File: src/rtl/axi_bridge_pkg.sv
`default_nettype none
// +----------------------------------------------------------------------+
// | axi_bridge_pkg : shared encodings and fixed AXI3 fields for the      |
// |                  SRAM-to-AXI bridge.            Rev 1.0              |
// +----------------------------------------------------------------------+
package axi_bridge_pkg;

  typedef enum logic [1:0] {
    R_IDLE = 2'd0,
    R_AR   = 2'd1,
    R_R    = 2'd2
  } rstate_t;

  typedef enum logic [1:0] {
    W_IDLE = 2'd0,
    W_AW   = 2'd1,
    W_B    = 2'd2
  } wstate_t;

  localparam logic [3:0] ID_INST = 4'd0;
  localparam logic [3:0] ID_DATA = 4'd1;

  localparam logic [3:0] c_axi_len   = 4'd0;
  localparam logic [1:0] c_axi_burst = 2'd1;
  localparam logic [1:0] c_axi_lock  = 2'd0;
  localparam logic [3:0] c_axi_cache = 4'd0;
  localparam logic [2:0] c_axi_prot  = 3'd0;
  localparam logic [3:0] c_axi_wid   = 4'd1;
  // Instruction fetches are always full words.
  localparam logic [2:0] c_inst_size = 3'd2;

endpackage
`default_nettype wire

File: src/rtl/sram_axi_bridge.sv
`default_nettype none
// +----------------------------------------------------------------------+
// | sram_axi_bridge : inst/data SRAM-like ports onto one AXI3 master,    |
// |                   independent read and write FSMs.  Rev 1.0          |
// +----------------------------------------------------------------------+
module sram_axi_bridge
  import axi_bridge_pkg::*;
(
  input  logic        clk,
  input  logic        reset,
  input  logic        inst_sram_req,
  input  logic        inst_sram_wr,
  input  logic [1:0]  inst_sram_size,
  input  logic [3:0]  inst_sram_wstrb,
  input  logic [31:0] inst_sram_addr,
  input  logic [31:0] inst_sram_wdata,
  output logic        inst_sram_addr_ok,
  output logic        inst_sram_data_ok,
  output logic [31:0] inst_sram_rdata,
  input  logic        data_sram_req,
  input  logic        data_sram_wr,
  input  logic [1:0]  data_sram_size,
  input  logic [3:0]  data_sram_wstrb,
  input  logic [31:0] data_sram_addr,
  input  logic [31:0] data_sram_wdata,
  output logic        data_sram_addr_ok,
  output logic        data_sram_data_ok,
  output logic [31:0] data_sram_rdata,
  output logic [3:0]  arid,
  output logic [31:0] araddr,
  output logic [3:0]  arlen,
  output logic [2:0]  arsize,
  output logic [1:0]  arburst,
  output logic [1:0]  arlock,
  output logic [3:0]  arcache,
  output logic [2:0]  arprot,
  output logic        arvalid,
  input  logic        arready,
  input  logic [3:0]  rid,
  input  logic [31:0] rdata,
  input  logic [1:0]  rresp,
  input  logic        rlast,
  input  logic        rvalid,
  output logic        rready,
  output logic [3:0]  awid,
  output logic [31:0] awaddr,
  output logic [3:0]  awlen,
  output logic [2:0]  awsize,
  output logic [1:0]  awburst,
  output logic [1:0]  awlock,
  output logic [3:0]  awcache,
  output logic [2:0]  awprot,
  output logic        awvalid,
  input  logic        awready,
  output logic [3:0]  wid,
  output logic [31:0] wdata,
  output logic [3:0]  wstrb,
  output logic        wlast,
  output logic        wvalid,
  input  logic        wready,
  input  logic [3:0]  bid,
  input  logic [1:0]  bresp,
  input  logic        bvalid,
  output logic        bready
);

  rstate_t     r_rstate, w_rstate_nxt;
  wstate_t     r_wstate, w_wstate_nxt;
  logic        r_data_busy;
  logic [31:0] r_araddr;
  logic [2:0]  r_arsize;
  logic [3:0]  r_arid;
  logic [31:0] r_awaddr;
  logic [2:0]  r_awsize;
  logic [31:0] r_wdata;
  logic [3:0]  r_wstrb;
  logic        r_aw_done, r_w_done;

  logic w_data_rd_sel, w_data_rd_acc, w_data_wr_acc, w_inst_acc;
  logic w_aw_fire, w_w_fire, w_aw_ok, w_w_ok;
  logic w_unused;

  // A pending, non-blocked data read pre-empts the instruction port.
  assign w_data_rd_sel = ~reset & data_sram_req & ~data_sram_wr & ~r_data_busy;
  assign w_data_rd_acc = w_data_rd_sel & (r_rstate == R_IDLE);
  assign w_data_wr_acc = ~reset & data_sram_req & data_sram_wr & ~r_data_busy
                         & (r_wstate == W_IDLE);
  assign w_inst_acc    = ~reset & inst_sram_req & (r_rstate == R_IDLE) & ~w_data_rd_sel;

  assign w_aw_fire = awvalid & awready;
  assign w_w_fire  = wvalid & wready;
  assign w_aw_ok   = r_aw_done | w_aw_fire;
  assign w_w_ok    = r_w_done | w_w_fire;

  assign inst_sram_addr_ok = w_inst_acc;
  assign data_sram_addr_ok = w_data_rd_acc | w_data_wr_acc;
  assign inst_sram_data_ok = ~reset & (r_rstate == R_R) & rvalid & (rid == ID_INST);
  assign data_sram_data_ok = ~reset & (((r_rstate == R_R) & rvalid & (rid == ID_DATA))
                                       | ((r_wstate == W_B) & bvalid));
  assign inst_sram_rdata   = rdata;
  assign data_sram_rdata   = rdata;

  assign arid    = r_arid;
  assign araddr  = r_araddr;
  assign arsize  = r_arsize;
  assign arvalid = (r_rstate == R_AR);
  assign rready  = (r_rstate == R_R);
  assign arlen   = c_axi_len;
  assign arburst = c_axi_burst;
  assign arlock  = c_axi_lock;
  assign arcache = c_axi_cache;
  assign arprot  = c_axi_prot;

  assign awid    = c_axi_wid;
  assign awaddr  = r_awaddr;
  assign awsize  = r_awsize;
  assign awvalid = (r_wstate == W_AW) & ~r_aw_done;
  assign awlen   = c_axi_len;
  assign awburst = c_axi_burst;
  assign awlock  = c_axi_lock;
  assign awcache = c_axi_cache;
  assign awprot  = c_axi_prot;
  assign wid     = c_axi_wid;
  assign wdata   = r_wdata;
  assign wstrb   = r_wstrb;
  assign wlast   = 1'b1;
  assign wvalid  = (r_wstate == W_AW) & ~r_w_done;
  assign bready  = (r_wstate == W_B);

  assign w_unused = ^{inst_sram_wr, inst_sram_size, inst_sram_wstrb, inst_sram_wdata,
                      rresp, rlast, bid, bresp};

  always_ff @(posedge clk) begin
    if (reset) begin
      r_rstate <= R_IDLE;
      r_wstate <= W_IDLE;
    end else begin
      r_rstate <= w_rstate_nxt;
      r_wstate <= w_wstate_nxt;
    end
  end

  always_comb begin
    w_rstate_nxt = r_rstate;
    case (r_rstate)
      R_IDLE:  if (w_data_rd_acc | w_inst_acc) w_rstate_nxt = R_AR;
      R_AR:    if (arready) w_rstate_nxt = R_R;
      R_R:     if (rvalid) w_rstate_nxt = R_IDLE;
      default: w_rstate_nxt = R_IDLE;
    endcase
  end

  always_comb begin
    w_wstate_nxt = r_wstate;
    case (r_wstate)
      W_IDLE:  if (w_data_wr_acc) w_wstate_nxt = W_AW;
      W_AW:    if (w_aw_ok & w_w_ok) w_wstate_nxt = W_B;
      W_B:     if (bvalid) w_wstate_nxt = W_IDLE;
      default: w_wstate_nxt = W_IDLE;
    endcase
  end

  always_ff @(posedge clk) begin
    if (reset) begin
      r_araddr <= 32'd0;
      r_arsize <= 3'd0;
      r_arid   <= 4'd0;
    end else if (w_data_rd_acc) begin
      r_araddr <= data_sram_addr;
      r_arsize <= {1'b0, data_sram_size};
      r_arid   <= ID_DATA;
    end else if (w_inst_acc) begin
      r_araddr <= inst_sram_addr;
      r_arsize <= c_inst_size;
      r_arid   <= ID_INST;
    end
  end

  always_ff @(posedge clk) begin
    if (reset) begin
      r_awaddr <= 32'd0;
      r_awsize <= 3'd0;
      r_wdata  <= 32'd0;
      r_wstrb  <= 4'd0;
    end else if (w_data_wr_acc) begin
      r_awaddr <= data_sram_addr;
      r_awsize <= {1'b0, data_sram_size};
      r_wdata  <= data_sram_wdata;
      r_wstrb  <= data_sram_wstrb;
    end
  end

  // Per-channel completion flags let AW and W retire in either order.
  always_ff @(posedge clk) begin
    if (reset || (w_wstate_nxt != W_AW)) begin
      r_aw_done <= 1'b0;
      r_w_done  <= 1'b0;
    end else begin
      if (w_aw_fire) r_aw_done <= 1'b1;
      if (w_w_fire)  r_w_done  <= 1'b1;
    end
  end

  always_ff @(posedge clk) begin
    if (reset)
      r_data_busy <= 1'b0;
    else if (w_data_rd_acc | w_data_wr_acc)
      r_data_busy <= 1'b1;
    else if (data_sram_data_ok)
      r_data_busy <= 1'b0;
  end

endmodule
`default_nettype wire

File: config.mk
export PLATFORM = sky130hd
export DESIGN_NAME = sram_axi_bridge
export DESIGN_NICKNAME = d
export VERILOG_FILES = /design/src/rtl/axi_bridge_pkg.sv /design/src/rtl/sram_axi_bridge.sv
export SDC_FILE = /design/constraint.sdc
export NUM_CORES = 1
export LEC_CHECK = 0
export BUFFER_PORTS_ARGS = -buffer_cell sky130_fd_sc_hd__buf_4
export CAP_MARGIN = 0
export CORE_AREA = 3 3 163 165
export CTS_CLUSTER_SIZE = 25
export DETAILED_ROUTE_END_ITERATION = 12
export DIE_AREA = 0 0 166 168
export SLEW_MARGIN = 10
export SYNTH_ARGS = -nofsm -noshare
export SYNTH_HDL_FRONTEND = slang
export SYNTH_SLANG_ARGS = --single-unit
File: constraint.sdc
create_clock -name clk -period 2.14 [get_ports clk]
set_clock_uncertainty 0.05 [all_clocks]
set_input_delay 0.107 -clock clk [delete_from_list [all_inputs] [get_ports clk]]
set_output_delay 0.107 -clock clk [all_outputs]
set_load 0.005 [all_outputs]
* Word-level counts from Yosys, hierarchy flattened
Index checks and enable logic that the tools add are counted.
** Storage, ports and cells
- Bits in registers :: 112
- Input bits :: 196
- Logic and storage cells :: 77
- Output and inout bits :: 222
** Operators by class
- Multiplexer cells :: 16
- Eq/ne operators :: 9
- Reductions and logical operators :: 7
- Bitwise operators :: 33
** Operator list (number)
- 32-bit two-way mux :: 2
- 1-bit bitwise AND :: 22
- 2-bit two-way mux :: 8
- 2-bit one-hot mux with 3 select lines :: 2
- 2-bit by 1-bit != test with 1-bit output (second input constant) :: 3
- 1-bit NOT :: 6
- 1-bit OR :: 5
- 2-bit by 1-bit == test with 1-bit output (second input constant) :: 2
- 2-bit == test (second input constant) :: 2
- 4-bit by 1-bit == test with 1-bit output (second input constant) :: 1
- 2-bit zero test :: 2
- 4-bit zero test :: 1
- 1-bit two-way mux :: 4
- 2-bit nonzero test :: 2
- 3-bit AND reduction :: 1
- 2-bit != test (second input constant) :: 1
- 1-bit logical OR :: 1

* Depth between registers and ports, before layout
Gate-level depths: netlist (run 1).
- Word-level depth :: 9
- Depth in mapped cells :: 6
- Depth with buffers taken out :: 3

* Worst setup path after synthesis (run 1)
Ideal clock, no wire load.
- Path kind :: flip-flop to flip-flop
- From :: reg r_rstate[1]
- To :: reg r_araddr[13] (netlist: araddr[13])
- Library setup time :: 0.122 ns
- Arrival time :: 1.405 ns
- Clock period less this slack :: 1.577 ns
- Path buffers :: 2
- Data required time :: 1.968 ns
- Slack :: 0.563 ns
- Stages on the path, launching flop included :: 6
- Path through :: dfxtp_1 > buf_2 > nor3b_2 > clkbuf_1 > nor3b_1 > a221o_1
** On the way
- Word-level cells in the longest chain between the ends :: 4
- Elaborated cells on any way between the ends :: 6
- Those cells by class :: mux: 1; bitwise: 3; reduce/logical: 2
** Ends and longest elaborated chain
- start, declared :: RTL line sram_axi_bridge.sv:67 : rstate_t r_rstate, w_rstate_nxt;
- start signal, assigned :: RTL line sram_axi_bridge.sv:138 : r_rstate <= w_rstate_nxt;
- 2-bit zero test * :: RTL line sram_axi_bridge.sv:85, sram_axi_bridge.sv:88
- 1-bit bitwise AND (2 in a row) :: RTL line sram_axi_bridge.sv:88 : assign w_inst_acc = ~reset & inst_sram_req & (r_rstate == R_IDLE) & ~w_data_rd_sel;
- 2-bit nonzero test (no source line)
- end signal, assigned :: RTL line sram_axi_bridge.sv:169 : r_araddr <= data_sram_addr;
- end signal, assigned :: RTL line sram_axi_bridge.sv:173 : r_araddr <= inst_sram_addr;
- end, declared :: RTL line sram_axi_bridge.sv:70 : logic [31:0] r_araddr;
Every way passes the cells marked *; elsewhere a longest branch is shown, timed or not.
A chain may end at the register's enable or synchronous reset.

* Worst setup path after layout (run 1)
- From :: reg r_rstate[1]
- To :: out inst_sram_addr_ok
** On the way
- Word-level cells in the longest chain between the ends :: 3
** Ends and longest elaborated chain
- 2-bit zero test :: RTL line sram_axi_bridge.sv:88
- 1-bit bitwise AND (2 in a row) :: RTL line sram_axi_bridge.sv:88
- end, declared :: RTL line sram_axi_bridge.sv:17 : output logic inst_sram_addr_ok,
Every way passes these cells.

==> results of run 1 <==
[power groups by stage]
| stage | Combinational (mW) | Sequential, mW | Clock [mW] |
|---|---|---|---|
| after global routing | 1.24 | 2.26 | 1.81 |
| after global placement | 0.985 | 2.30 | 0 |
| after floorplan | 0.615 | 2.30 | 0 |
| final | 1.15 | 2.25 | 1.66 |
| after CTS | 1.15 | 2.25 | 1.73 |
| after detailed placement | 0.993 | 2.30 | 0 |
[path summary, 6_finish.rpt]
path | startpoint | to | depth (start not counted)
min | awready | r_aw_done$_SDFFE_PP0P_ | 3
max | r_rstate[1]$_SDFFE_PP0P_ | inst_sram_addr_ok | 5
min reg2reg | arid[0]$_SDFFE_PP0P_ | arid[0]$_SDFFE_PP0P_ | 2
max reg2reg | r_data_busy$_SDFFE_PP0P_ | wdata[13]$_SDFFE_PP0P_ | 4
[tightest hold or removal path: stages]
cell	delay, ns
buf_4	0.09
a21oi_1	0.05
nor3_1	0.11
[per-layer routing]
layer  vias to the layer above  wire (microns)  track usage [%]
li1                       2662               -                -
met1                      2699            8655            16.42
met2                       227           10010            23.77
met3                        73            1342            3.663
met4                         2             852            6.293
met5                         -               7                0
[layout by cell type (no fill, tap or decap), types with 2 or more instances in the layout]
cell type	n
o22ai_1	2
conb_1	44
buf_4	246
or3b_4	2
nand2_1	6
nand3_1	72
clkinvlp_4	3
nor4b_1	5
nor2b_1	4
clkbuf_16	9
clkinv_4	2
nor3b_1	33
dfxtp_1	112
nor4b_2	28
nor2_1	8
nor3_1	4
buf_12	3
a221o_1	32
dlygate4sd3_1	107
inv_1	2
a21oi_1	77
nor3b_4	2
a31oi_1	2
o21ai_0	70
[cells by family (layout without fill, tap and decap cells)]
logic type / after synthesis / count (layout)
simple gates: 171 / 171
flops: 112 / 112
other cells: 2 / 44
buf+inv: 176 / 375
compound gates: 188 / 188
[state kept, by name (all words and copies together) (netlist names)]
signal	flops
araddr	32
awaddr	32
wdata	32
wstrb	4
arsize	2
awsize	2
r_rstate	2
r_wstate	2
arid	1
r_aw_done	1
r_data_busy	1
r_w_done	1
[final cells by class]
class                           count  area [sq um]
Fill cell                        2566         16660
Tap cell                          330         412.9
Clock inverter                      6         45.04
Sequential cell                   112          2242
Multi-Input combinational cell    403          2585
Inverter                            2         7.507
Clock buffer                       10         239.0
Timing Repair Buffer              357          2989
[repair_timing]
item                       in CTS  in global routing
hold buffers                  107                  0
hold endpoints to repair      107                  0
setup endpoints to repair       0                  0
resized for setup               0                  0
[stage by stage]
stage / instances / area [sq um] / power (mW) / setup slack [ns] / utilization [%]
3_5_place_dp: 1097 / 7166 / 3.294 / 0.3585 / 28.46
3_3_place_gp: 1097 / 7166 / 3.282 / 0.3920 / 28.46
5_1_grt: 1220 / 8521 / 5.312 / 0.02748 / 33.84
4_1_cts: 1220 / 8521 / 5.137 / 0.08304 / 33.84
2_1_floorplan: 691 / 5937 / 2.916 / 0.5629 / -
6_report: 1220 / 8521 / 5.059 / 0.1065 / 33.84
==> impl_metrics.yaml, run 1 <==
status:
  status: "complete, no violations"
worst_setup_path:
  crit_path_max_incr_delay_ns: 0.43
  path_common_cell: "buf_4"
  rrSetupSlack_ns: 0.40
  worstPathRequired_ns: 1.98
  cp-start-kind: "register"
  crit_type: "reg -> out"
  worstPathCellList: "buf_4, or3b_4, nor3_4, buf_4, buf_4"
  crit_fanout: 17
  crit_buf_inv: 3
  arrival_ns: 1.88
  crit_slowest_cell: "or3b_4"
  end_kind: "output port"
  critical-path-top-delay-family: "simple AND/OR/NAND/NOR gates"
clock_network:
  clk_pin_slew_ns: 0.08
  cts_tree: "yes"
  htreeDepth: 3
  postCtsSetupBuffers: 0
  clock-sinks: 112
  insertion_delay_ns: 0.35
  cts_buffer_depth: 2
  cts_buffers: 9
  cts_root_buffer: "clkbuf_16"
yosys:
  synth_top_family_by_area: "simple AND/OR/NAND/NOR gates"
  synth_area_leaders: "dfxtp_1 39%, buf_4 15%, nor4b_2 7.3%"
  yosys-top-cells-count: "115 x buf_4, 112 x dfxtp_1, 77 x a21oi_1"
  yosys.area.top_type_share_pct: 38.80
  ys_types: 34
  synth_top_cell_by_area: "dfxtp_1"
  synth-edff-count: 0
  syn_area_sq_um: 5779
  synthCells: 649
  synth-compound-area-share_pct: 19.42
  synth_seq_cells: 112
  synth_xor_area_share_pct: 0
  synth_fa_ha_area_share_pct: 0
  synth.most_common_cell: "buf_4"
  ys_seq_area_share_pct: 38.80
  ys_warn_count: 0
  synthArstFlopShare_pct: 0
  yosys.area_share.simple_pct: 22.13
  synthMuxAreaShare_pct: 0
  syn_area_per_cell_sq_um: 8.905
  ys.flop_type: "dfxtp_1"
global_route:
  antenna_found_initial: 1
  globalRouteOverflowTotal: 0
  grt_pass1_wl_mm: 31.31
  grt_pass1_vias: 5561
  grt_max_degree: 80
  grt_util_all_layers_pct: 13.91
pwr:
  p_int_mw: 3.612
  powerDensity_nw_per_um2: 593.8
  seqPwrFrac_pct: 44.5
  switching_share_pct: 28.60
  switching_power_mw: 1.447
  p_leak_nw: 3.411
  vdd.ir_drop.worst_uv: 352.8
  clock_power_share_pct: 32.8
  p_comb_share_pct: 22.7
timing:
  fmax_mhz: 491.8
  finalSetupViolCount: 0
  worstMarginPinSlew_ns: 0.9439
  finalSetupTns_ns: 0
  final_max_slew_viol_count: 0
  rsz0062_at_grt: "false"
  fin_crit_ns: 2.034
  period_share_pct: 95.03
  finalHoldViolCount: 0
  max-slew-margin-rel_pct: 37.07
  whs_ns: 0.001428
placement:
  dp_hpwl_mm: 13.73
  gp_congestion: 0.7350
  port-buffer-count: 229
routing:
  drc_errors: 0
  drtIter0Drc: 468
  wl_per_cell_microns: 17.10
  wl_mm: 20.86
  via_per_inst: 4.642
  ant_nets: 0
  dr.pass1.iters: 4
  via_count: 5663
die:
  die_area_sq_um: 27890
  ioPinCount: 418
  die_w_microns: 166
  fp.coreArea_sq_um: 25180
  chipHeight_microns: 168
  start_util_pct: 22.95
  rows: 58
worst_hold_path:
  min_path_type: "in -> reg"
job:
  drv_cap: 0
final_layout:
  fin_nets: 1081
  antenna_cells: 0
  drive_gt1_share_pct: 33.93
  area_growth_pct: 47.43
Power figures use the tool's default switching activity.
==> run 2, diff against run 1 <==
--- a/config.mk
+++ b/config.mk
@@ -5,6 +5,7 @@
 export SDC_FILE = /design/constraint.sdc
 export NUM_CORES = 1
 export LEC_CHECK = 0
+export ABC_AREA = 1
 export BUFFER_PORTS_ARGS = -buffer_cell sky130_fd_sc_hd__buf_4
 export CAP_MARGIN = 0
 export CORE_AREA = 3 3 163 165
==> run 2 against run 1 <==
Sequential share of layout area rose by 2.0 points; setup slack improved by 0.055 ns; final cell count rose by 8.9%; core utilization fell by 2.4 points; combinational power fell by 13%; largest cell class unchanged; largest power group unchanged; highest routed layer is now met4.
==> impl_metrics.yaml, run 2 <==
routing:
  wl_per_cell_microns: 15.75
  dr.pass1.iters: 6
  drtIter0Drc: 304
  via_count: 5574
  ant_nets: 0
  drc_errors: 0
  via_per_inst: 4.194
  wl_mm: 20.93
yosys:
  ys_types: 22
  synth_area_leaders: "dfxtp_1 41%, nor2_1 17%, buf_4 15%"
  synthCells: 779
  yosys.area.top_type_share_pct: 41.06
  synthArstFlopShare_pct: 0
  ys_warn_count: 0
  synth.most_common_cell: "nor2_1"
  syn_area_per_cell_sq_um: 7.009
  syn_area_sq_um: 5460
  synth_top_cell_by_area: "dfxtp_1"
  yosys-top-cells-count: "252 x nor2_1, 112 x buf_4, 112 x dfxtp_1"
  synth-edff-count: 0
  synth_seq_cells: 112
  ys.flop_type: "dfxtp_1"
  ys_seq_area_share_pct: 41.06
status:
  status: "complete, no violations"
worst_setup_path:
  arrival_ns: 1.82
  crit_path_start: "r_data_busy$_SDFFE_PP0P_"
  crit_type: "reg -> out"
  cp-start-kind: "register"
  end_kind: "output port"
  critical-path-top-delay-family: "buffers and inverters"
  worstPathRequired_ns: 1.98
  worstPathCellList: "inv_2, nand3_1, nor2_4, clkbuf_8, nor2_1, inv_1, buf_4"
  r2r-start: "r_wstate[0]$_SDFF_PP0_"
  crit_buf_inv: 4
  crit_slowest_cell: "clkbuf_8"
  crit_path_max_incr_delay_ns: 0.42
  crit_fanout: 71
die:
  start_util_pct: 21.68
  fp.coreArea_sq_um: 25180
  rows: 58
  die_w_microns: 166
  chipHeight_microns: 168
  ioPinCount: 418
  die_area_sq_um: 27890
placement:
  dp_hpwl_mm: 14.58
  gp_congestion: 0.7630
  port-buffer-count: 229
  post-place-ws_ns: 0.3361
global_route:
  globalRouteOverflowTotal: 0
  grt_max_degree: 72
  grt_pass1_wl_mm: 31.31
  grt_util_all_layers_pct: 14.41
  antenna_found_initial: 0
  grt_pass1_vias: 5405
pwr:
  switching_share_pct: 29.27
  p_int_mw: 3.539
  power.total_mw: 5.003
  p_comb_share_pct: 19.9
  switching_power_mw: 1.464
  vdd.ir_drop.worst_uv: 376.6
  clock_power_share_pct: 34.7
  powerDensity_nw_per_um2: 631.2
  seqPwrFrac_pct: 45.4
  p_leak_nw: 3.874
final_layout:
  fin_nets: 1190
  area_growth_pct: 45.14
  antenna_cells: 0
  final_cell_mix: "252 x nor2_1, 237 x buf_4, 112 x dfxtp_1"
  fin_util_pct: 31.47
  drive_gt1_share_pct: 26.93
  final_common_cell: "nor2_1"
timing:
  fin_crit_ns: 1.979
  final_max_slew_viol_count: 0
  finalSetupViolCount: 0
  period_share_pct: 92.47
  worstMarginPinSlew_ns: 0.6685
  finalHoldViolCount: 0
  rsz0062_at_grt: "false"
  fmax_mhz: 505.3
  finalSetupTns_ns: 0
  fin_ws_ns: 0.1611
  max-slew-margin-rel_pct: 55.37
clock_network:
  clock-sinks: 112
  htreeDepth: 3
  cts_buffers: 9
  cts_tree: "yes"
  cts_root_buffer: "clkbuf_16"
  insertion_delay_ns: 0.35
  cts_buffer_depth: 2
  clk_pin_slew_ns: 0.08
job:
  drv_cap: 0
worst_hold_path:
  holdCritStartpoint: "reset"
  min_path_type: "in -> reg"
## run 2: changes by cell type in the layout (fill, tap and decap cells not counted), sizes merged, moves of 4 or more
cell         previous run  this run
inv                     2        56
a21oi                  77         6
nand4                   0        34
nor2                    8       256
nor3b                  36         0
nand3                  72        38
nor4b                  33         0
dlygate4sd3           107        72
nor2b                   4         0
nand2                   6        50
a221o                  32         0
buf                   250       241
## run 2: power groups by stage
| stage | clock network (mW) | logic (mW) | registers (mW) |
|---|---|---|---|
| 3_5_place_dp | 0 | 0.896 | 2.32 |
| 2_1_floorplan | 0 | 0.514 | 2.32 |
| 3_3_place_gp | 0 | 0.891 | 2.31 |
| 6_report | 1.74 | 0.996 | 2.27 |
| 4_1_cts | 1.84 | 1.01 | 2.27 |
| 5_1_grt | 1.91 | 1.10 | 2.29 |
## run 2: worst paths after layout
kind	endpoint	slack, ns	cells after the start
max	data_sram_addr_ok	0.16	7
min	arsize[1]$_SDFFE_PP0P_	0.01	4
max reg2reg	awaddr[9]$_SDFFE_PP0P_	0.42	7
min reg2reg	arid[0]$_SDFFE_PP0P_	0.45	2
## run 2: per-layer routing
layer	track usage, %	up-vias	wire (microns)
met2	25.03	297	10290
met1	15.93	2508	7898
li1	-	2722	-
met5	0	-	0
met4	5.425	0	627
met3	5.729	47	2120
## run 2: worst min-delay path, stage by stage
cell,delay [ns]
buf_4,0.10
inv_2,0.05
o21ai_0,0.07
nor2_1,0.04
## run 2: area by class of cell
type	count	area, sq um
Clock buffer	9	225.2
Timing Repair Buffer	314	2594
Inverter	54	202.7
Clock inverter	7	78.83
Fill cell	2686	17260
Tap cell	330	412.9
Multi-Input combinational cell	503	2170
Sequential cell	112	2242
## run 2: logic make-up (layout without fill, tap and decap cells)
kind of cell / Yosys count / after routing / share of synthesized area, %
flip-flops: 112 / 112 / 41.06
other: 2 / 44 / 0.1375
AND/OR/NAND/NOR: 381 / 381 / 29.24
AO/OA/AOI/OAI: 78 / 78 / 7.195
buffers and inverters: 206 / 384 / 22.36
## run 2: repair_timing
item,in CTS,in global routing
setup endpoints to repair,1,1
gates resized for setup,1,1
hold buffers,72,0
endpoints found under the hold margin,74,0
buffers inserted,0,0
## run 2: through the flow
stage	hold slack, ns	instances	cell area [sq um]
final	0.01022	1329	7925
after global routing	0.02645	1329	7925
after CTS	0.003748	1329	7923
after detailed placement	0.1641	1241	6894
after global placement	0.1641	1241	6894
after floorplan	0.1919	821	5618
